===== src/rtl/overflow_underflow_rectifier.sv =====
// Saturating narrower: clamps a signed wide accumulator value into a narrow signed range, registered.
// Optional macro OVERFLOW_UNDERFLOW_RECTIFIER_STICKY_FLAGS_EN makes the flags sticky until reset.
module overflow_underflow_rectifier #(
    parameter int unsigned UNRECTIFIED_DATA_WIDTH = 32,
    parameter int unsigned RECTIFIED_DATA_WIDTH   = 16
) (
    input  logic                              clk_in,
    input  logic                              rst_n_in,
    input  logic [UNRECTIFIED_DATA_WIDTH-1:0] unrectified_data_in,
    output logic [RECTIFIED_DATA_WIDTH-1:0]   rectified_data_out,
    output logic                              overflow_out,
    output logic                              underflow_out
);

    localparam int unsigned U = UNRECTIFIED_DATA_WIDTH;
    localparam int unsigned R = RECTIFIED_DATA_WIDTH;
    localparam int unsigned H = U - R + 1;

    localparam logic [R-1:0] MaxVal = {1'b0, {(R-1){1'b1}}};
    localparam logic [R-1:0] MinVal = {1'b1, {(R-1){1'b0}}};

    logic [H-1:0] w_upper;
    logic         w_in_range;
    logic         w_ovf;
    logic         w_unf;
    logic [R-1:0] w_data;

    logic [R-1:0] r_data;
    logic         r_ovf;
    logic         r_unf;

    // Bits [U-1:R-1] all equal means the value fits; with U == R this is a single bit, always in range.
    assign w_upper    = unrectified_data_in[U-1:R-1];
    assign w_in_range = (w_upper == {H{1'b0}}) || (w_upper == {H{1'b1}});

    always_comb begin
        w_ovf  = 1'b0;
        w_unf  = 1'b0;
        w_data = unrectified_data_in[R-1:0];
        if (!w_in_range) begin
            if (unrectified_data_in[U-1]) begin
                w_unf  = 1'b1;
                w_data = MinVal;
            end else begin
                w_ovf  = 1'b1;
                w_data = MaxVal;
            end
        end
    end

    always_ff @(posedge clk_in or negedge rst_n_in) begin
        if (!rst_n_in) begin
            r_data <= '0;
            r_ovf  <= 1'b0;
            r_unf  <= 1'b0;
        end else begin
            r_data <= w_data;
`ifdef OVERFLOW_UNDERFLOW_RECTIFIER_STICKY_FLAGS_EN
            r_ovf  <= r_ovf | w_ovf;
            r_unf  <= r_unf | w_unf;
`else
            r_ovf  <= w_ovf;
            r_unf  <= w_unf;
`endif
        end
    end

    assign rectified_data_out = r_data;
    assign overflow_out       = r_ovf;
    assign underflow_out      = r_unf;

endmodule


===== config.mk =====
export PLATFORM = sky130hd
export DESIGN_NAME = overflow_underflow_rectifier
export DESIGN_NICKNAME = d
export VERILOG_FILES = /design/src/rtl/overflow_underflow_rectifier.sv
export SDC_FILE = /design/constraint.sdc
export NUM_CORES = 1
export LEC_CHECK = 0
export BUFFER_PORTS_ARGS = -buffer_cell sky130_fd_sc_hd__buf_2
export CELL_PAD_IN_SITES_DETAIL_PLACEMENT = 1
export CELL_PAD_IN_SITES_GLOBAL_PLACEMENT = 1
export CORE_MARGIN = 2
export CORE_UTILIZATION = 28
export CTS_CLUSTER_DIAMETER = 50
export CTS_CLUSTER_SIZE = 12
export DETAILED_ROUTE_END_ITERATION = 8
export GPL_ROUTABILITY_DRIVEN = 0
export PLACE_DENSITY = 0.81
export SYNTH_ARGS = -nofsm -noshare
export SYNTH_HDL_FRONTEND = slang
export SYNTH_SLANG_ARGS = --single-unit

===== constraint.sdc =====
create_clock -name clk_in -period 0.8 [get_ports clk_in]
set_clock_uncertainty 0.05 [all_clocks]
set_input_delay 0.08 -clock clk_in [delete_from_list [all_inputs] [get_ports clk_in]]
set_output_delay 0.08 -clock clk_in [all_outputs]
set_load 0.02 [all_outputs]

==> results.sh, run 1 <==
export IMPL_critPathMaxStageDelay_ns=0.40
export IMPL_grt_use_total=0.1802
export IMPL_port_buffers=51
export IMPL_power_uw=2099
export IMPL_synthesis_area_sq_um=686.9
export IMPL_grt_pass1_wl_mm=3.588
export IMPL_drv_slew=0
export IMPL_critPathBufInv=1
export IMPL_path_clk_slew_ns=0.10
export IMPL_cts_buffers=3
export IMPL_synth_area_leaders="dfrtp_1 66%, a21o_1 9.8%, a21o_2 7.7%, o41ai_4 4.0%, nor4_1 3.6%"
export IMPL_cts_setup_buffers=0
export IMPL_initial_core_util=0.3018
export IMPL_leakage_uw=0.0006955
export IMPL_synth_top_cell_by_area="dfrtp_1"
export IMPL_die_h_um=53.53
export IMPL_critPathTopFamily="flip-flops"
export IMPL_vias=682
export IMPL_gr_total_overflow=0
export IMPL_min_delay_path_depth=3
export IMPL_dieWidth_um=53.53
export IMPL_cp_depth=1
export IMPL_ys_ff_latch=18
export IMPL_placed_cell_area_sq_um=1060
export IMPL_cp_max_fo=1
export IMPL_drt_iter0_drc=0
export IMPL_finalSetupViolCount=33
export IMPL_status="finished, violations left"
export IMPL_synth_distinct_cells=12
export IMPL_fill_cells=224
export IMPL_grt_start_max_net_pins=19
export IMPL_cp_arrival_ns=0.83
export IMPL_synth_edf_count=0
export IMPL_rsz0062_at_grt="yes"
export IMPL_final_cell_area_sq_um=1455
export IMPL_worst_slew_pin_slew_ns=0.3933
export IMPL_crit_path_end_kind="primary output"
export IMPL_synth_cells=47
export IMPL_hpwl_mm=1.552
export IMPL_setup_slack_ns=-0.1600
export IMPL_worstSetupPathType="reg -> out"
export IMPL_synth_common_cells="18 x dfrtp_1, 9 x a21o_1, 6 x a21o_2"
export IMPL_yosysSeqAreaShare=0.6557
export IMPL_ir_drop_mv=1.188
export IMPL_area_growth_pct=111.8
export IMPL_crit_path_top_delay_cell="dfrtp_1"
export IMPL_cts_num_sinks=18
export IMPL_cts_tree="yes"
export IMPL_core_region_area_sq_um=2276
export IMPL_routedWlPerCell_um=15.60
export IMPL_drtPass1Iterations=1
export IMPL_antenna_left=0
export IMPL_synth_top_area_frac=0.6557
export IMPL_avgSynthCellArea_sq_um=14.62
export IMPL_fin_crit_ns=0.9600
export IMPL_syn_nets=81
export IMPL_h_tree_depth=1
export IMPL_hold_viol_final=0
export IMPL_nNetsFinal=154
export IMPL_cp_data_required_time_ns=0.67
export IMPL_tns_ns=-3.185
export IMPL_max_freq_mhz=1042
export IMPL_n_antenna_cell=0
export IMPL_synth_most_common_cell="dfrtp_1"
export IMPL_cts_root_buf="clkbuf_4"
export IMPL_grt_pass1_vias=834
export IMPL_layout_drive_gt1_share=0.6050
export IMPL_ios=52
export IMPL_antenna_found_initial=0
export IMPL_ys_warn_count=0
export IMPL_final_period_utilization=1.200
export IMPL_maxCapViolCount=0
export IMPL_relSlewSlack=0.7378
export IMPL_preCtsSetupSlack_ns=-0.4447
export IMPL_std_cell_rows=17
export IMPL_drc_errors=0
export IMPL_hp_class="in -> reg"
export IMPL_start_kind="flop"
export IMPL_violations="negative setup slack"
export IMPL_cts_buffer_depth=2
export IMPL_pwr_density_cell_nw_per_um2=1443
export IMPL_ys_flop_type="dfrtp_1"
export IMPL_design_die_area_sq_um=2865
export IMPL_drt_wl_total_mm=2.293
export IMPL_postSynth_asyncResetShare=1.000
export IMPL_avgViaCountPerCell=4.639
export IMPL_crit_chain="buf_6"
==> final cells by class <==
type                       instances  area, sq um  area share
clock buffer                       4        36.28     0.02494
inverter                           1        3.754    0.002580
multi-input combinational         25        289.0      0.1986
sequential                        18        450.4      0.3095
tap                               28        35.03     0.02408
timing repair buffer              71        640.6      0.4402
==> path summary, 6_finish.rpt <==
| kind | start | endpoint | slack, ns |
|---|---|---|---|
| worst max-delay path | rectified_data_out[2]$_DFF_PN0_ | rectified_data_out[2] | -0.16 |
| worst min-delay path | unrectified_data_in[31] | overflow_out$_DFF_PN0_ | 0.11 |
| min in group asynchronous | rst_n_in | rectified_data_out[12]$_DFF_PN0_ | 0.18 |
| max in group asynchronous | rst_n_in | rectified_data_out[15]$_DFF_PN0_ | 0.23 |
==> state kept, by name (all words and copies together), names as in the netlist <==
register	cells
overflow_out	1
rectified_data_out	16
underflow_out	1
==> placed cells by master (no fill, tap or decap), drive strengths merged <==
master / count
a21o: 15
nor4: 4
a41oi: 1
o41ai: 1
buf: 54
nand4: 4
dfrtp: 18
inv: 1
dlygate4sd3: 17
clkbuf: 4
==> power by group <==
part | total [uW] | leakage [uW] | switching [uW] | internal, uW
clock network | 547 | 0.0000210 | 270 | 277
registers | 993 | 0.000200 | 27.8 | 965
logic | 560 | 0.000475 | 242 | 318
total | 2100 | 0.000695 | 540 | 1560
==> through the flow <==
stage	hold WS, ns	instances	utilization
after floorplan	-0.2656	47	-
after global placement	-0.03201	126	0.4656
after detailed placement	-0.02261	126	0.4656
after CTS	0.09279	147	0.6377
after global routing	0.1059	147	0.6394
final	0.1095	147	0.6394
==> worst min-delay path: stages <==
cell     delay [ns]
buf_2          0.13
a41oi_2        0.05
buf_6          0.14
==> routing by layer <==
metal  GRT usage  vias to the layer above  part of all wire
met5           0                        -                 0
met4     0.06410                        0            0.0017
met3     0.05000                        2             0.091
met2      0.3621                       43              0.55
met1      0.1699                      317              0.35
li1            -                      320                 -
==> logic make-up after synthesis <==
| logic type | count (synthesis) | share of synthesized area |
|---|---|---|
| AO/OA/AOI/OAI | 17 | 0.2277 |
| AND/OR/NAND/NOR | 8 | 0.08196 |
| buffers and inverters | 4 | 0.03459 |
| flip-flops | 18 | 0.6557 |
==> what timing repair did <==
action / in CTS / in global routing
endpoints found under the setup margin: 34 / 34
hold endpoints to repair: 34 / 0
resized for setup: 57 / 2
pin swaps: 2 / 2
hold buffers: 17 / 0
No activity file was read; power rests on OpenSTA's default activity.
==> run 2, diff against run 1 <==
--- a/config.mk
+++ b/config.mk
@@ -6,6 +6,7 @@
 export NUM_CORES = 1
 export LEC_CHECK = 0
 export BUFFER_PORTS_ARGS = -buffer_cell sky130_fd_sc_hd__buf_2
+export CAP_MARGIN = 20
 export CELL_PAD_IN_SITES_DETAIL_PLACEMENT = 1
 export CELL_PAD_IN_SITES_GLOBAL_PLACEMENT = 1
 export CORE_MARGIN = 2
@@ -14,7 +15,7 @@
 export CTS_CLUSTER_SIZE = 12
 export DETAILED_ROUTE_END_ITERATION = 8
 export GPL_ROUTABILITY_DRIVEN = 0
-export PLACE_DENSITY = 0.81
+export PLACE_DENSITY_LB_ADDON = 0.1
 export SYNTH_ARGS = -nofsm -noshare
 export SYNTH_HDL_FRONTEND = slang
 export SYNTH_SLANG_ARGS = --single-unit
==> run 2 against run 1 <==
  * The run still ends with negative setup slack left
  * Clock power hardly changed
  * Cell area is 2.2% higher
  * Via count is 3.2% higher
  * Worst setup slack better by 0.0033 ns
  * Combinational power is 3% higher
  * Critical path depth stayed put
  * Sequential share of layout area is 0.68 points lower
  * Global-route usage is 1.3 points higher
  * Critical path type unchanged
  * Largest cell class unchanged
==> results.sh, run 2 (synthesis results as in run 1) <==
export IMPL_status="finished, violations left"
export IMPL_violations="negative setup slack"
export IMPL_ir_drop_mv=1.137
export IMPL_avgViaCountPerCell=4.693
export IMPL_cp_data_required_time_ns=0.67
export IMPL_use_met2=0.3786
export IMPL_placed_cell_area_sq_um=1055
export IMPL_drt_wl_total_mm=2.491
export IMPL_relSlewSlack=0.7341
export IMPL_tns_ns=-3.296
export IMPL_cts_tree="yes"
export IMPL_antenna_left=0
export IMPL_worst_slew_pin_slew_ns=0.3988
export IMPL_final_period_utilization=1.196
export IMPL_hp_class="in -> reg"
export IMPL_h_tree_depth=1
export IMPL_grt_pass1_vias=800
export IMPL_die_h_um=53.53
export IMPL_critPathBufInv=1
export IMPL_gr_usage_met1=0.1894
export IMPL_final_common_cell="buf_6"
export IMPL_drtPass1Iterations=2
export IMPL_grt_use_total=0.1931
export IMPL_initial_core_util=0.3018
export IMPL_dieWidth_um=53.53
export IMPL_fin_crit_ns=0.9568
export IMPL_crit_path_top_delay_cell="dfrtp_1"
export IMPL_critPathMaxStageDelay_ns=0.40
export IMPL_gr_total_overflow=0
export IMPL_ios=52
export IMPL_worstSetupPathType="reg -> out"
export IMPL_cp_arrival_ns=0.83
export IMPL_nNetsFinal=157
export IMPL_core_region_area_sq_um=2276
export IMPL_drv_slew=0
export IMPL_stdcell_count=150
export IMPL_rsz0062_at_grt="yes"
export IMPL_drt_iter0_drc=1
export IMPL_critPathTopFamily="flip-flops"
export IMPL_power_uw=2117
export IMPL_cts_buffers=3
export IMPL_final_cell_area_sq_um=1488
export IMPL_finalSetupViolCount=34
export IMPL_hpwl_mm=1.443
export IMPL_crit_path_end_kind="primary output"
export IMPL_routedWlPerCell_um=16.61
export IMPL_vias=704
export IMPL_area_growth_pct=116.6
export IMPL_pwr_density_cell_nw_per_um2=1423
export IMPL_post_route_util=0.6537
export IMPL_final_cell_mix="26 x buf_6, 21 x buf_2, 18 x dfrtp_1"
export IMPL_port_buffers=51
export IMPL_hold_viol_final=0
export IMPL_n_antenna_cell=0
export IMPL_grt_start_max_net_pins=19
export IMPL_antenna_found_initial=0
export IMPL_setup_slack_ns=-0.1568
export IMPL_std_cell_rows=17
export IMPL_layout_drive_gt1_share=0.6148
export IMPL_path_clk_slew_ns=0.10
export IMPL_dp_cells=127
export IMPL_start_kind="flop"
export IMPL_crit_chain="buf_6"
export IMPL_cts_num_sinks=18
export IMPL_drc_errors=0
export IMPL_busiest_layer="met2"
export IMPL_max_freq_mhz=1045
export IMPL_cts_buffer_depth=2
export IMPL_multi_input_area_sq_um=289.0
export IMPL_cp_max_fo=1
export IMPL_leakage_uw=0.0007131
export IMPL_fill_cells=223
export IMPL_seqCellArea_sq_um=450.4
export IMPL_grt_pass1_wl_mm=3.781
export IMPL_design_die_area_sq_um=2865
export IMPL_cts_root_buf="clkbuf_4"
export IMPL_maxCapViolCount=0
export IMPL_use_met3=0.04722
export IMPL_largest_reg_flops=16
run 2: path summary, 6_finish.rpt:
kind | to | slack, ns | from | cells after the start
worst max-delay path | rectified_data_out[9] | -0.16 | rectified_data_out[9]$_DFF_PN0_ | 1
worst min-delay path | overflow_out$_DFF_PN0_ | 0.1 | unrectified_data_in[31] | 3
max in group asynchronous | rectified_data_out[3]$_DFF_PN0_ | 0.21 | rst_n_in | 2
min in group asynchronous | rectified_data_out[11]$_DFF_PN0_ | 0.20 | rst_n_in | 2
run 2: power by group:
group	leakage (uW)	switching [uW]	internal [uW]	total (uW)
registers	0.000200	27.9	965	993
logic	0.000492	247	331	578
clock network	0.0000210	269	277	546
run 2: layer usage:
layer  part of all wire  wire [um]  up-vias
met3              0.064        159        6
met1               0.34        836      342
met5                  0          0        -
met2               0.58       1439       32
met4              0.023         57        0
li1                   -          -      324
run 2: layout make-up:
class / count / share of cell area
Timing Repair Buffer: 74 / 0.4525
Sequential cell: 18 / 0.3028
Multi-Input combinational cell: 25 / 0.1943
Clock buffer: 4 / 0.02439
Tap cell: 28 / 0.02355
Inverter: 1 / 0.002523
run 2: per-stage QoR:
stage	worst slack (ns)	hold WS, ns
after CTS	-0.1610	0.09322
after floorplan	-0.2787	-0.2656
final	-0.1568	0.09587
after detailed placement	-0.4065	-0.02056
after global routing	-0.1896	0.1013
after global placement	-0.3807	-0.02321
run 2: repair_timing:
| item | in CTS | in global routing |
|---|---|---|
| endpoints found under the setup margin | 34 | 34 |
| pin swaps | 10 | 5 |
| buffers inserted | 0 | 1 |
| resized for setup | 63 | 3 |
| hold buffers | 17 | 0 |
| cloned | 1 | 0 |
| hold endpoints to repair | 34 | 0 |
==> run 3, diff against run 2 <==
==> constraint.sdc (replaced) <==
create_clock -name clk_in -period 1.1 [get_ports clk_in]
set_clock_uncertainty 0.05 [all_clocks]
set_input_delay 0.11 -clock clk_in [delete_from_list [all_inputs] [get_ports clk_in]]
set_output_delay 0.11 -clock clk_in [all_outputs]
set_load 0.02 [all_outputs]
==> run 3 against run 2 <==
  * The run now ends clean
  * Clock-buffer cell count did not move
  * Worst setup slack improved by 0.27 ns
  * Die area did not move
  * Critical path depth did not move
  * Clock power fell by 28%
  * Cell area fell by 18%
  * Total power fell by 33%
  * Largest power group unchanged
  * Combinational power fell by 46%
  * Cell count fell by 1.3%
  * Via count fell by 2.6%
  * Global-route usage fell by 3.4 points
  * Sequential share of layout area rose by 6.5 points
==> results.sh, run 3 (synthesis results as in run 1) <==
export IMPL_status="finished, final reports clean"
export IMPL_crit_path_end_kind="primary output"
export IMPL_cts_tree="yes"
export IMPL_critPathMaxStageDelay_ns=0.39
export IMPL_nNetsFinal=155
export IMPL_vias=686
export IMPL_routedWlPerCell_um=14.74
export IMPL_antenna_found_initial=0
export IMPL_cp_data_required_time_ns=0.94
export IMPL_cts_root_buf="clkbuf_4"
export IMPL_grt_start_max_net_pins=19
export IMPL_tns_ns=0
export IMPL_min_from="unrectified_data_in[31]"
export IMPL_fin_crit_ns=0.9861
export IMPL_cts_buffers=3
export IMPL_final_common_cell="buf_2"
export IMPL_std_cell_rows=17
export IMPL_ios=52
export IMPL_die_h_um=53.53
export IMPL_crit_chain="buf_2"
export IMPL_p_seq_frac=0.503
export IMPL_p_sw_uw=362.1
export IMPL_final_period_utilization=0.8964
export IMPL_h_tree_depth=1
export IMPL_hpwl_mm=1.495
export IMPL_rsz0062_at_grt="no"
export IMPL_largest_reg_flops=16
export IMPL_drv_slew=0
export IMPL_critPathTopFamily="flip-flops"
export IMPL_hold_viol_final=0
export IMPL_cp_max_fo=1
export IMPL_hp_class="in -> reg"
export IMPL_grt_pass1_wl_mm=3.243
export IMPL_leakage_uw=0.0006255
export IMPL_p_comb_frac=0.219
export IMPL_cts_setup_buffers=0
export IMPL_min_delay_path_depth=3
export IMPL_drt_wl_total_mm=2.181
export IMPL_path_clk_slew_ns=0.10
export IMPL_worstSetupPathType="reg -> out"
export IMPL_area_growth_pct=78.51
export IMPL_cts_resized_gates=0
export IMPL_p_clk_frac=0.278
export IMPL_power_uw=1416
export IMPL_cp_depth=1
export IMPL_cts_num_sinks=18
export IMPL_critPathBufInv=1
export IMPL_cp_arrival_ns=0.83
export IMPL_max_freq_mhz=1014
export IMPL_dieWidth_um=53.53
export IMPL_crit_path_top_delay_cell="dfrtp_1"
export IMPL_intPower_uw=1054
export IMPL_min_to="overflow_out$_DFF_PN0_"
export IMPL_swShare=0.2558
export IMPL_placed_cell_area_sq_um=1020
export IMPL_antenna_left=0
export IMPL_ir_drop_mv=0.7614
export IMPL_grt_use_total=0.1595
export IMPL_drtPass1Iterations=4
export IMPL_worst_slew_pin_slew_ns=0.4130
export IMPL_core_region_area_sq_um=2276
export IMPL_final_cell_mix="51 x buf_2, 18 x dfrtp_1, 17 x dlygate4sd3_1"
export IMPL_final_cell_area_sq_um=1226
export IMPL_cts_buffer_depth=2
export IMPL_drc_errors=0
export IMPL_gr_total_overflow=0
export IMPL_start_kind="flop"
export IMPL_initial_core_util=0.3018
export IMPL_hold_ws_ns=0.1767
export IMPL_maxCapViolCount=0
export IMPL_port_buffers=51
export IMPL_drt_iter0_drc=3
export IMPL_relSlewSlack=0.7247
export IMPL_post_route_util=0.5388
export IMPL_grt_pass1_vias=706
export IMPL_pwr_density_cell_nw_per_um2=1155
export IMPL_design_die_area_sq_um=2865
export IMPL_avgViaCountPerCell=4.635
export IMPL_n_antenna_cell=0
export IMPL_finalSetupViolCount=0
export IMPL_layout_drive_gt1_share=0.6000
==> run 3: cell types whose count changed in the layout (fill, tap and decap cells not counted), moves of 2 or more <==
cell,before,now
buf_8,4,0
buf_4,6,4
buf_6,26,0
nor4_4,4,0
buf_2,21,51
nor4_2,0,4
==> run 3: layout make-up <==
type | count | area, sq um
fillers | 256 | 1050
repair buffers | 72 | 455.4
flip-flops and latches | 18 | 450.4
multi-input cells | 25 | 245.2
clock buffers | 4 | 36.28
well taps | 28 | 35.03
inverters | 1 | 3.754
==> run 3: worst max path at each step <==
stage,to,slack (ns),startpoint
2_1_floorplan,rectified_data_out[10]$_DFF_PN0_,-0.009,unrectified_data_in[20]
3_3_place_gp,rectified_data_out[4]$_DFF_PN0_,-0.15,unrectified_data_in[25]
3_5_place_dp,rectified_data_out[1]$_DFF_PN0_,-0.16,unrectified_data_in[25]
4_1_cts,rectified_data_out[1],0.1,rectified_data_out[1]$_DFF_PN0_
5_1_grt,underflow_out,0.07,underflow_out$_DFF_PN0_
6_report,rectified_data_out[6],0.11,rectified_data_out[6]$_DFF_PN0_
==> run 3: power by group through the flow <==
stage,clock [uW],sequential [uW],combinational (uW)
2_1_floorplan,0,780,65.3
3_3_place_gp,0,725,259
3_5_place_dp,0,725,264
4_1_cts,407,712,311
5_1_grt,438,715,336
6_report,394,711,311
==> run 3: routing by layer <==
layer	vias up	share of wire	global-route usage
li1	324	-	-
met1	326	0.39	0.1860
met2	36	0.53	0.3045
met3	0	0.073	0.03889
met4	0	0	0.01282
met5	-	0	0
==> run 3: through the flow <==
step,cells,worst slack (ns)
6_report,148,0.1139
5_1_grt,148,0.07457
4_1_cts,148,0.09769
3_5_place_dp,127,-0.1558
3_3_place_gp,127,-0.1482
2_1_floorplan,47,-0.008715
==> run 3: what timing repair did <==
item,4_1_cts,5_1_grt
hold buffers,17,0
hold endpoints to repair,34,0
endpoints found under the setup margin,0,0
